===== src/rtl/jk_bank_driver.sv =====
// Drives an external bank of JK flip-flops towards a desired value: computes
// the per-bit J/K pulse, waits for the bank to settle, verifies the readback
// and re-drives a bounded number of times before flagging an error.
module jk_bank_driver #(
  parameter int unsigned WIDTH     = 4,
  parameter int unsigned SETTLE    = 1,
  parameter int unsigned MAX_RETRY = 3
) (
  input  logic             clk,
  input  logic             rst,
  input  logic             req,
  input  logic [1:0]       op,
  input  logic [WIDTH-1:0] target,
  input  logic [WIDTH-1:0] q_fb,
  output logic [WIDTH-1:0] j,
  output logic [WIDTH-1:0] k,
  output logic             busy,
  output logic             ack,
  output logic             err,
  output logic [WIDTH-1:0] result
);

  localparam int unsigned SW = (SETTLE > 1) ? $clog2(SETTLE) : 1;
  localparam int unsigned RW = (MAX_RETRY > 0) ? $clog2(MAX_RETRY + 1) : 1;

  typedef enum logic [2:0] {StIdle, StDrive, StSettle, StCheck, StDone} state_e;

  state_e           state_q, state_d;
  logic [WIDTH-1:0] desired_q, desired_d;
  logic [RW-1:0]    retry_q, retry_d;
  logic [SW-1:0]    cnt_q, cnt_d;
  logic [WIDTH-1:0] j_q, j_d, k_q, k_d, result_q, result_d;
  logic             busy_q, busy_d, ack_q, ack_d, err_q, err_d;
  logic [WIDTH-1:0] want;

  // Desired value for a newly requested op, derived from the current bank state.
  always_comb begin
    want = '0;
    case (op)
      2'b00:   want = target;
      2'b01:   want = q_fb + 1'b1;  // wraps silently
      2'b10:   want = '0;
      default: want = ~q_fb;
    endcase
  end

  // Next-state and registered-output logic. Only the op's desired value is
  // kept; the op code itself is not needed after acceptance.
  always_comb begin
    state_d   = state_q;
    desired_d = desired_q;
    retry_d   = retry_q;
    cnt_d     = cnt_q;
    j_d       = '0;
    k_d       = '0;
    busy_d    = busy_q;
    ack_d     = 1'b0;
    err_d     = err_q;
    result_d  = result_q;
    case (state_q)
      StIdle: begin
        if (req) begin
          desired_d = want;
          // J sets 0->1 bits, K clears 1->0 bits; never both on one bit.
          j_d       = ~q_fb & want;
          k_d       = q_fb & ~want;
          retry_d   = '0;
          err_d     = 1'b0;
          busy_d    = 1'b1;
          state_d   = StDrive;
        end
      end
      StDrive: begin
        cnt_d   = '0;
        state_d = (SETTLE == 0) ? StCheck : StSettle;
      end
      StSettle: begin
        if (cnt_q == SW'(SETTLE - 1)) begin
          state_d = StCheck;
        end else begin
          cnt_d = cnt_q + 1'b1;
        end
      end
      StCheck: begin
        if (q_fb == desired_q) begin
          ack_d    = 1'b1;
          result_d = q_fb;
          state_d  = StDone;
        end else if (retry_q == RW'(MAX_RETRY)) begin
          ack_d    = 1'b1;
          err_d    = 1'b1;
          result_d = q_fb;
          state_d  = StDone;
        end else begin
          retry_d = retry_q + 1'b1;
          j_d     = ~q_fb & desired_q;
          k_d     = q_fb & ~desired_q;
          state_d = StDrive;
        end
      end
      StDone: begin
        busy_d  = 1'b0;
        state_d = StIdle;
      end
      default: begin
        busy_d  = 1'b0;
        state_d = StIdle;
      end
    endcase
  end

  // State and output registers; reset clears outputs without waiting for a clock.
  always_ff @(posedge clk or posedge rst) begin
    if (rst) begin
      state_q   <= StIdle;
      desired_q <= '0;
      retry_q   <= '0;
      cnt_q     <= '0;
      j_q       <= '0;
      k_q       <= '0;
      busy_q    <= 1'b0;
      ack_q     <= 1'b0;
      err_q     <= 1'b0;
      result_q  <= '0;
    end else begin
      state_q   <= state_d;
      desired_q <= desired_d;
      retry_q   <= retry_d;
      cnt_q     <= cnt_d;
      j_q       <= j_d;
      k_q       <= k_d;
      busy_q    <= busy_d;
      ack_q     <= ack_d;
      err_q     <= err_d;
      result_q  <= result_d;
    end
  end

  assign j      = j_q;
  assign k      = k_q;
  assign busy   = busy_q;
  assign ack    = ack_q;
  assign err    = err_q;
  assign result = result_q;

endmodule


===== config.mk =====
export PLATFORM = sky130hd
export DESIGN_NAME = jk_bank_driver
export DESIGN_NICKNAME = d
export VERILOG_FILES = /design/src/rtl/jk_bank_driver.sv
export SDC_FILE = /design/constraint.sdc
export NUM_CORES = 1
export LEC_CHECK = 0
export BUFFER_PORTS_ARGS = -buffer_cell sky130_fd_sc_hd__buf_2
export CAP_MARGIN = 0
export CORE_ASPECT_RATIO = 0.8
export CORE_MARGIN = 2
export CORE_UTILIZATION = 50
export DETAILED_ROUTE_END_ITERATION = 6
export GPL_ROUTABILITY_DRIVEN = 0
export GPL_TIMING_DRIVEN = 1
export PLACE_DENSITY = 0.75
export SETUP_SLACK_MARGIN = 0.4
export SLEW_MARGIN = 10
export SYNTH_ARGS = -nofsm -noshare
export SYNTH_HDL_FRONTEND = slang
export SYNTH_SLANG_ARGS = --single-unit

===== constraint.sdc =====
create_clock -name clk -period 2.5 [get_ports clk]
set_clock_uncertainty 0.2 [all_clocks]
set_input_delay 0.375 -clock clk [delete_from_list [all_inputs] [get_ports clk]]
set_output_delay 0.375 -clock clk [all_outputs]
set_load 0.1 [all_outputs]

After elaboration in Yosys (flattened, before gate mapping):

Index checks and enable logic that the tools add are counted.

* bitwise operators: 8
* multiplexer cells: 31
* add/subtract/negate cells: 3
* eq/ne operators: 12
* reduce and logical (&&, ||, !) cells: 12

Operators with widths (number)
* $mux W4: 8
* $and A4 B4 Y4: 4
* $pmux W4 S2: 2
* $mux W3: 4
* $not A4 Y4: 3
* $pmux W3 S4: 1
* $pmux W4 S3: 1
* $ne A2 B2 Y1 const B: 5
* $mux W1: 8
* $reduce_and A2 Y1: 4
* $reduce_and A4 Y1: 2
* $eq A3 B2 Y1 const B: 2
* $mux W2: 3
* $pmux W1 S2: 3
* $reduce_bool A2 Y1: 3
* $add A4 B1 Y4 const B: 1
* $eq A2 B2 Y1 const B: 2
* $eq A4 B4 Y1: 1
* $pmux W2 S2: 1
* $eq A3 B1 Y1 const B: 1
* $logic_not A3 Y1: 1
* $reduce_or A3 Y1: 1
* $add A2 B1 Y2 const B: 1
* $eq A2 B1 Y1 const B: 1
* 3 further kinds: 3

* register bits: 25
* input bits: 13
* logic and storage cells: 76
* output and inout port bits: 15

Longest topological paths before layout:

Gate-level depths: netlist of run 1.

* word-level depth: 6
* depth in mapped cells: 7
* gate-level depth less buffers: 6

Worst setup path before layout of run 1:

No wires, ideal clock.

* path type: input port to flip-flop
* from: input q_fb[0]
* to: register retry_q[0]
* data arrival time: 1.618 ns
* path buffers: 1
* setup slack: 0.557 ns
* setup time: 0.125 ns
* stages: 7
* cell sequence: inv_1 ha_1 a41o_1 nor2b_1 buf_2 a21o_1 mux2_4

* longest elaborated chain between the ends: 3

RTL lines
* start, declared: RTL line 14 `input logic [WIDTH-1:0] q_fb,`
* $eq A4 B4 Y1: RTL line 85 `if (q_fb == desired_q) begin`
* $ne A2 B2 Y1 (no source line)
* $reduce_and A4 Y1 (no source line)
* end signal, assigned: RTL line 128 `retry_q <= retry_d;`
* end, declared: RTL line 30 `logic [RW-1:0] retry_q, retry_d;`

No other way between the ends.
A chain may end at the register's enable or synchronous reset.

Final worst setup path of run 1:

* from: register desired_q[2]
* to: register retry_q[0]

* longest elaborated chain between the ends: 3

RTL lines
* start, declared: RTL line 29 `logic [WIDTH-1:0] desired_q, desired_d;`
* start signal, assigned: RTL line 127 `desired_q <= desired_d;`
* $eq A4 B4 Y1: RTL line 85
* $ne A2 B2 Y1 (no source line)
* $reduce_and A4 Y1 (no source line)

No other way between the ends.

==> reports/summary.txt, run 1 <==
Peak fanout along the critical path -> 6
Synthesized cell area -> 0.001217 mm²
Die area -> 0.002848 mm²
Mux cell area share after synthesis -> 6.680%
R2R cell count -> 5
Crit path from -> desired_q[2]$_DFFE_PP0P_
DRC -> 0
Hold Path Class -> in -> reg
HP Start -> req
Cell variety after synth -> 33
Via/cell ratio -> 5.598
Cells after Synth -> 112
R2R setup slack -> 0.54 ns
Largest net degree at the start of global routing -> 25
Max-cap viol count -> 0
Yosys top cell area share -> 49.33%
Crit. End Element -> register
Setup TNS -> 0 ns
Critical Path End -> retry_q[0]$_DFFE_PP0P_
Post-synthesis simple-gate area fraction -> 12.02%
Rel. slew slack -> 66.99%
Reg2reg end -> retry_q[0]$_DFFE_PP0P_
XOR/XNOR share of the synthesized area -> 1.439%
Post-CTS Repair Setup Buffers -> 0
Number of synthesized flops with an enable pin -> 0
Main combinational cell family by area after synthesis -> compound AO/OA/AOI/OAI gates
Initial DRC count -> 24
Global-route wire length before repair -> 4140 µm
Clk_lat worst skew -> 0.31 ns
Count of pins over their slew limit -> 0
Antenna diodes -> 0
Clock sink total -> 24
CTS tree -> done
Most frequent cell after synthesis -> dfrtp_1
Die Width -> 59.17 µm
IO Pins -> 28
Vias in the first global route -> 914
Clock Tree Buf Depth -> 2
Vias after detailed routing -> 946
Minimum clock period -> 1.957 ns
Avg WL per Cell -> 14.51 µm
Nets@finish -> 169
Ys flop type -> dfrtp_1
Compound-Gate Fraction of Synth Area -> 15.52%
Synthesized net count -> 135
Final hold viol count -> 0
Reg clk slew, reported paths -> 0.12 ns
Arrival time at the worst endpoint -> 1.96 ns
Critical path type -> reg -> reg
GRT Resource Usage Total -> 20.26%
Initial Util -> 54.51%
CTS Buf Count -> 3
Gr ovfl total -> 0
Core area -> 0.002233 mm²
Post-route ant nets -> 0
Worst Setup Start Kind -> register
Post-synthesis adder-cell area fraction -> 10.28%
Worst-margin pin slew -> 0.4985 ns
Leading area contributor after synthesis -> dfrtp_1
Drt total wl -> 2453 µm
Status -> complete, no violations
Area delta synth->final -> 17.37%
Post-synth top cells -> dfrtp_1 (24), nand2_1 (11), ha_1 (10), inv_1 (10), nor2_1 (8)
RSZ-0062 raised after global routing -> no
FMAX -> 0.5111 GHz
H-Tree Depth -> 1
Synth area leaders -> dfrtp_1 (49%), ha_1 (10%), mux2_2 (4.6%), nand2_1 (3.4%), a32o_1 (3.3%)
Final worst-path cycle share -> 78.26%
Asr flop ratio synth -> 100.0%
Die H -> 48.14 µm
WP data required -> 2.50 ns
Initial antenna violation count -> 0
Root Buffer -> clkbuf_4
DP HPWL -> 1921 µm
Total of fill cells in the finished design -> 197
Final setup violation count -> 0
Sequential area share after synthesis -> 49.33%
Post-Syn Area per Cell -> 10.87 µm²
Pre-antenna DRT Iters -> 4
Site row count -> 15
Yosys warning count -> 0
Layout cells sized above 1 -> 29.86%
I/O Buffers -> 27
Reg2reg start -> desired_q[2]$_DFFE_PP0P_
Seq cells post-synth -> 24
-- flip-flops by register name (all words and copies together) (netlist names) --
name / cells
ack: 1
result: 4
desired_q: 4
j: 4
k: 4
retry_q: 2
state_q: 3
err: 1
busy: 1
-- placed cells by master (no fill, tap or decap) --
cell type	synthesis	layout
nor2b_1	3	2
mux2_4	1	1
a2bb2oi_1	1	1
dlygate4sd3_1	0	1
ha_1	10	10
or3_1	2	2
nand3_1	1	1
a32oi_1	1	1
a41o_1	1	1
a21oi_1	4	4
a22oi_1	1	1
a21o_1	1	1
nand2b_4	1	1
nand2_1	11	11
nor2_1	8	8
o211ai_1	1	1
inv_1	10	10
o21ai_0	6	6
nand3b_1	1	1
buf_2	1	27
a31oi_1	1	1
nand2b_1	2	2
nor2b_2	0	1
a22o_2	1	1
xnor2_1	2	2
mux2i_1	1	1
a32o_1	4	4
dfrtp_1	24	24
buf_4	0	4
a41oi_1	1	1
mux2_2	5	5
o31ai_1	2	2
nor3_1	1	1
a221oi_1	1	1
clkbuf_4	0	3
-- critical path: stages (launching register included) --
cell     delay [ns]
dfrtp_1        0.43
ha_1           0.31
a41o_1         0.28
nor2b_2        0.20
a21o_1         0.18
mux2_4         0.25
-- final cells by class --
class,instances,area (µm²),area share [%]
inverter,10,37.54,2.627
timing repair buffer,32,175.2,12.26
clock buffer,3,22.52,1.576
multi-input combinational,75,561.8,39.32
sequential,24,600.6,42.03
tap,25,31.28,2.189
-- metal layers --
layer | global-route usage (%) | vias to the layer above | wire length (µm)
met3 | 4.775 | 2 | 130
met2 | 33.78 | 29 | 1177
met4 | 6.364 | 0 | 19
met5 | 0 | - | 0
met1 | 26.83 | 460 | 1126
li1 | - | 455 | -
-- worst min-delay path by stage --
| stage | slack, ns | to | cells past startpoint |
|---|---|---|---|
| floorplan | 0.19 | ack$_DFF_PP0_ | 1 |
| global route | 0.13 | state_q[0]$_DFFE_PP0P_ | 3 |
| CTS | 0.13 | state_q[0]$_DFFE_PP0P_ | 3 |
| detailed placement | 0.24 | k[1]$_DFF_PP0_ | 3 |
| global placement | 0.23 | k[1]$_DFF_PP0_ | 3 |
| finish | 0.14 | state_q[0]$_DFFE_PP0P_ | 3 |
-- repair_timing --
action	CTS	global route
setup endpoints to repair	0	4
hold buffers	1	0
gates resized for setup	0	1
hold endpoints to repair	24	0
-- stage by stage --
step / util [%] / area [µm²] / setup slack (ns) / hold slack [ns] / std cells
5_1_grt: 63.98 / 1429 / 0.4489 / 0.1327 / 169
3_3_place_gp: 62.41 / 1394 / 0.2790 / 0.2268 / 165
3_5_place_dp: 62.41 / 1394 / 0.2105 / 0.2367 / 165
4_1_cts: 63.87 / 1426 / 0.4129 / 0.1326 / 169
2_1_floorplan: - / 1217 / 0.5566 / 0.1896 / 112
6_report: 63.98 / 1429 / 0.5435 / 0.1412 / 169
-- logic make-up after synthesis --
logic type / after synthesis
adders and majority gates: 10
buffers and inverters: 13
AOI/OAI and AO/OA: 26
xor gates and xnor gates: 2
DFF: 24
and+or+nand+nor: 30
muxes: 7
Power of run 1 is left out: the tool's default activity adds up to more than one toggle a clock period on the data nets, which glitch-free logic cannot reach.
==> inputs of run 2 (changes only) <==
- CORE_UTILIZATION: 50 -> 47
- PLACE_DENSITY: 0.75 -> 0.74
- clock period: 2.5 -> 1.57 ns (I/O delays scaled with it)
==> run 2 against run 1 <==
Against the previous run: the run now ends with negative setup slack left; final area is 44% higher; critical path type unchanged; largest cell class is now multi-input gates; sequential share of layout area shrank 12 points; flip-flop and latch count unchanged; utilization rose by 19 points.
==> reports/summary.txt, run 2 (synthesis results as in run 1) <==
Bufs and invs on worst path -> 2
Die area -> 0.003016 mm²
Most common cell type on the critical path -> buf_4
Worst Setup Start Kind -> register
RSZ-0062 raised after global routing -> yes
Vias in the first global route -> 1149
WP data required -> 1.60 ns
Site row count -> 16
Fin Hold WS -> 0.01920 ns
IO Pins -> 28
Critical path type -> reg -> reg
Final hold viol count -> 0
CP cell instances -> ha_4, a41o_1, buf_4, nor2_4, buf_4, mux2_4
Placed cells -> 198
Setup TNS -> -2.754 ns
Nets@finish -> 198
DP HPWL -> 2158 µm
Max-cap viol count -> 0
Count of pins over their slew limit -> 0
Pre-antenna DRT Iters -> 4
Rel. slew slack -> 78.11%
Final setup violation count -> 17
Clk_lat worst skew -> 0.32 ns
I/O Buffers -> 27
Die H -> 49.52 µm
Area delta synth->final -> 68.76%
Clock sink total -> 24
Via/cell ratio -> 5.233
Final worst-path cycle share -> 115.1%
Root Buffer -> clkbuf_4
Global-route wire length before repair -> 5368 µm
DRC -> 0
Failing checks -> negative setup slack
FMAX -> 0.5534 GHz
Crit. End Element -> register
Initial DRC count -> 46
CTS tree -> done
Largest net degree at the start of global routing -> 25
Peak fanout along the critical path -> 4
Pleak -> 0.0009598 µW
Drt total wl -> 3409 µm
H-Tree Depth -> 1
Final std cells w/o fill -> 210
Largest stage delay, worst path -> 0.44 ns
Antenna diodes -> 0
Power Density -> 2216 mW/mm²
Hold Path Class -> in -> reg
Multi-input logic area -> 671.9 µm²
Clock Tree Buf Depth -> 2
Most frequent cells in the layout -> buf_4 (27), dfrtp_2 (15), buf_12 (15), buf_2 (12), inv_1 (10)
Vias after detailed routing -> 1099
Reg clk slew, reported paths -> 0.14 ns
Most common cell after layout, fill and taps aside -> buf_4
Worst path slowest cell -> dfrtp_1
GRT Resource Usage Total -> 24.25%
Total of fill cells in the finished design -> 134
Initial Util -> 49.44%
Design Area, Final -> 0.002054 mm²
FF+latch area -> 619.3 µm²
Worst-margin pin slew -> 0.3272 ns
Setup ws final -> -0.2372 ns
Final Util -> 83.44%
Post-route ant nets -> 0
Core area -> 0.002462 mm²
Gr ovfl total -> 0
Arrival time at the worst endpoint -> 1.83 ns
Avg WL per Cell -> 16.23 µm
Crit path max-delay family -> flip-flops
Worst VDD drop -> 1.426 mV
Initial antenna violation count -> 0
Status -> finished, violations left
Layout cells sized above 1 -> 59.77%
Die Width -> 60.90 µm
Minimum clock period -> 1.807 ns
CTS Buf Count -> 3
Post-DP Area -> 0.001660 mm²
[run 2: cell count changes in the layout (fill, tap and decap cells not counted), sizes merged]
cell and delta:
clkbuf +1, buf +29
[run 2: cell type report]
| cell class | instances | share of cell area (%) |
|---|---|---|
| clock buffers | 4 | 1.766 |
| well taps | 36 | 2.192 |
| multi-input cells | 75 | 32.70 |
| repair buffers | 61 | 31.36 |
| inverters | 10 | 1.827 |
| flip-flops and latches | 24 | 30.15 |
[run 2: power breakdown]
part / internal (µW) / total (µW) / switching, µW / leakage [µW]
clock network: 142 / 329 / 187 / 0.0000210
logic: 1370 / 3110 / 1740 / 0.000654
registers: 887 / 1120 / 229 / 0.000285
[run 2: routing by layer]
| layer | global-route usage [%] | wire (µm) | vias up |
|---|---|---|---|
| met5 | 0 | 0 | - |
| met4 | 3.986 | 38 | 0 |
| met3 | 5.774 | 165 | 4 |
| met2 | 41.58 | 1756 | 36 |
| met1 | 31.25 | 1448 | 541 |
| li1 | - | - | 518 |
[run 2: metrics by stage]
step                      setup slack [ns]  power, µW
after floorplan                    -0.2938       2708
after global placement             -0.3628       3299
after detailed placement           -0.3829       3367
after CTS                          -0.2025       4373
after global routing               -0.2753       4752
final                              -0.2372       4552
[run 2: worst paths after layout]
| path | cells after the start | to | slack, ns | start |
|---|---|---|---|---|
| worst max-delay path | 6 | retry_q[0]$_DFFE_PP0P_ | -0.24 | desired_q[0]$_DFFE_PP0P_ |
| min in group asynchronous | 4 | retry_q[0]$_DFFE_PP0P_ | 0.28 | rst |
| worst max register to register | 6 | retry_q[0]$_DFFE_PP0P_ | -0.24 | desired_q[0]$_DFFE_PP0P_ |
| max in group asynchronous | 4 | k[0]$_DFF_PP0_ | 0.63 | rst |
| worst min-delay path | 3 | desired_q[0]$_DFFE_PP0P_ | 0.02 | target[0] |
| worst min register to register | 1 | retry_q[1]$_DFFE_PP0P_ | 0.33 | retry_q[1]$_DFFE_PP0P_ |
[run 2: what timing repair did]
action | in CTS | in global routing
setup endpoints to repair | 38 | 39
pin swaps | 4 | 3
buffers inserted | 5 | 2
hold buffers | 1 | 0
resized for setup | 70 | 10
endpoints found under the hold margin | 24 | 0
cloned | 0 | 0
[run 2: worst min-delay path, stage by stage]
cell and delay (ns):
buf_2 0.11, a221oi_2 0.05, a21oi_1 0.11
Note: power is estimated with default switching activity, not from simulation.
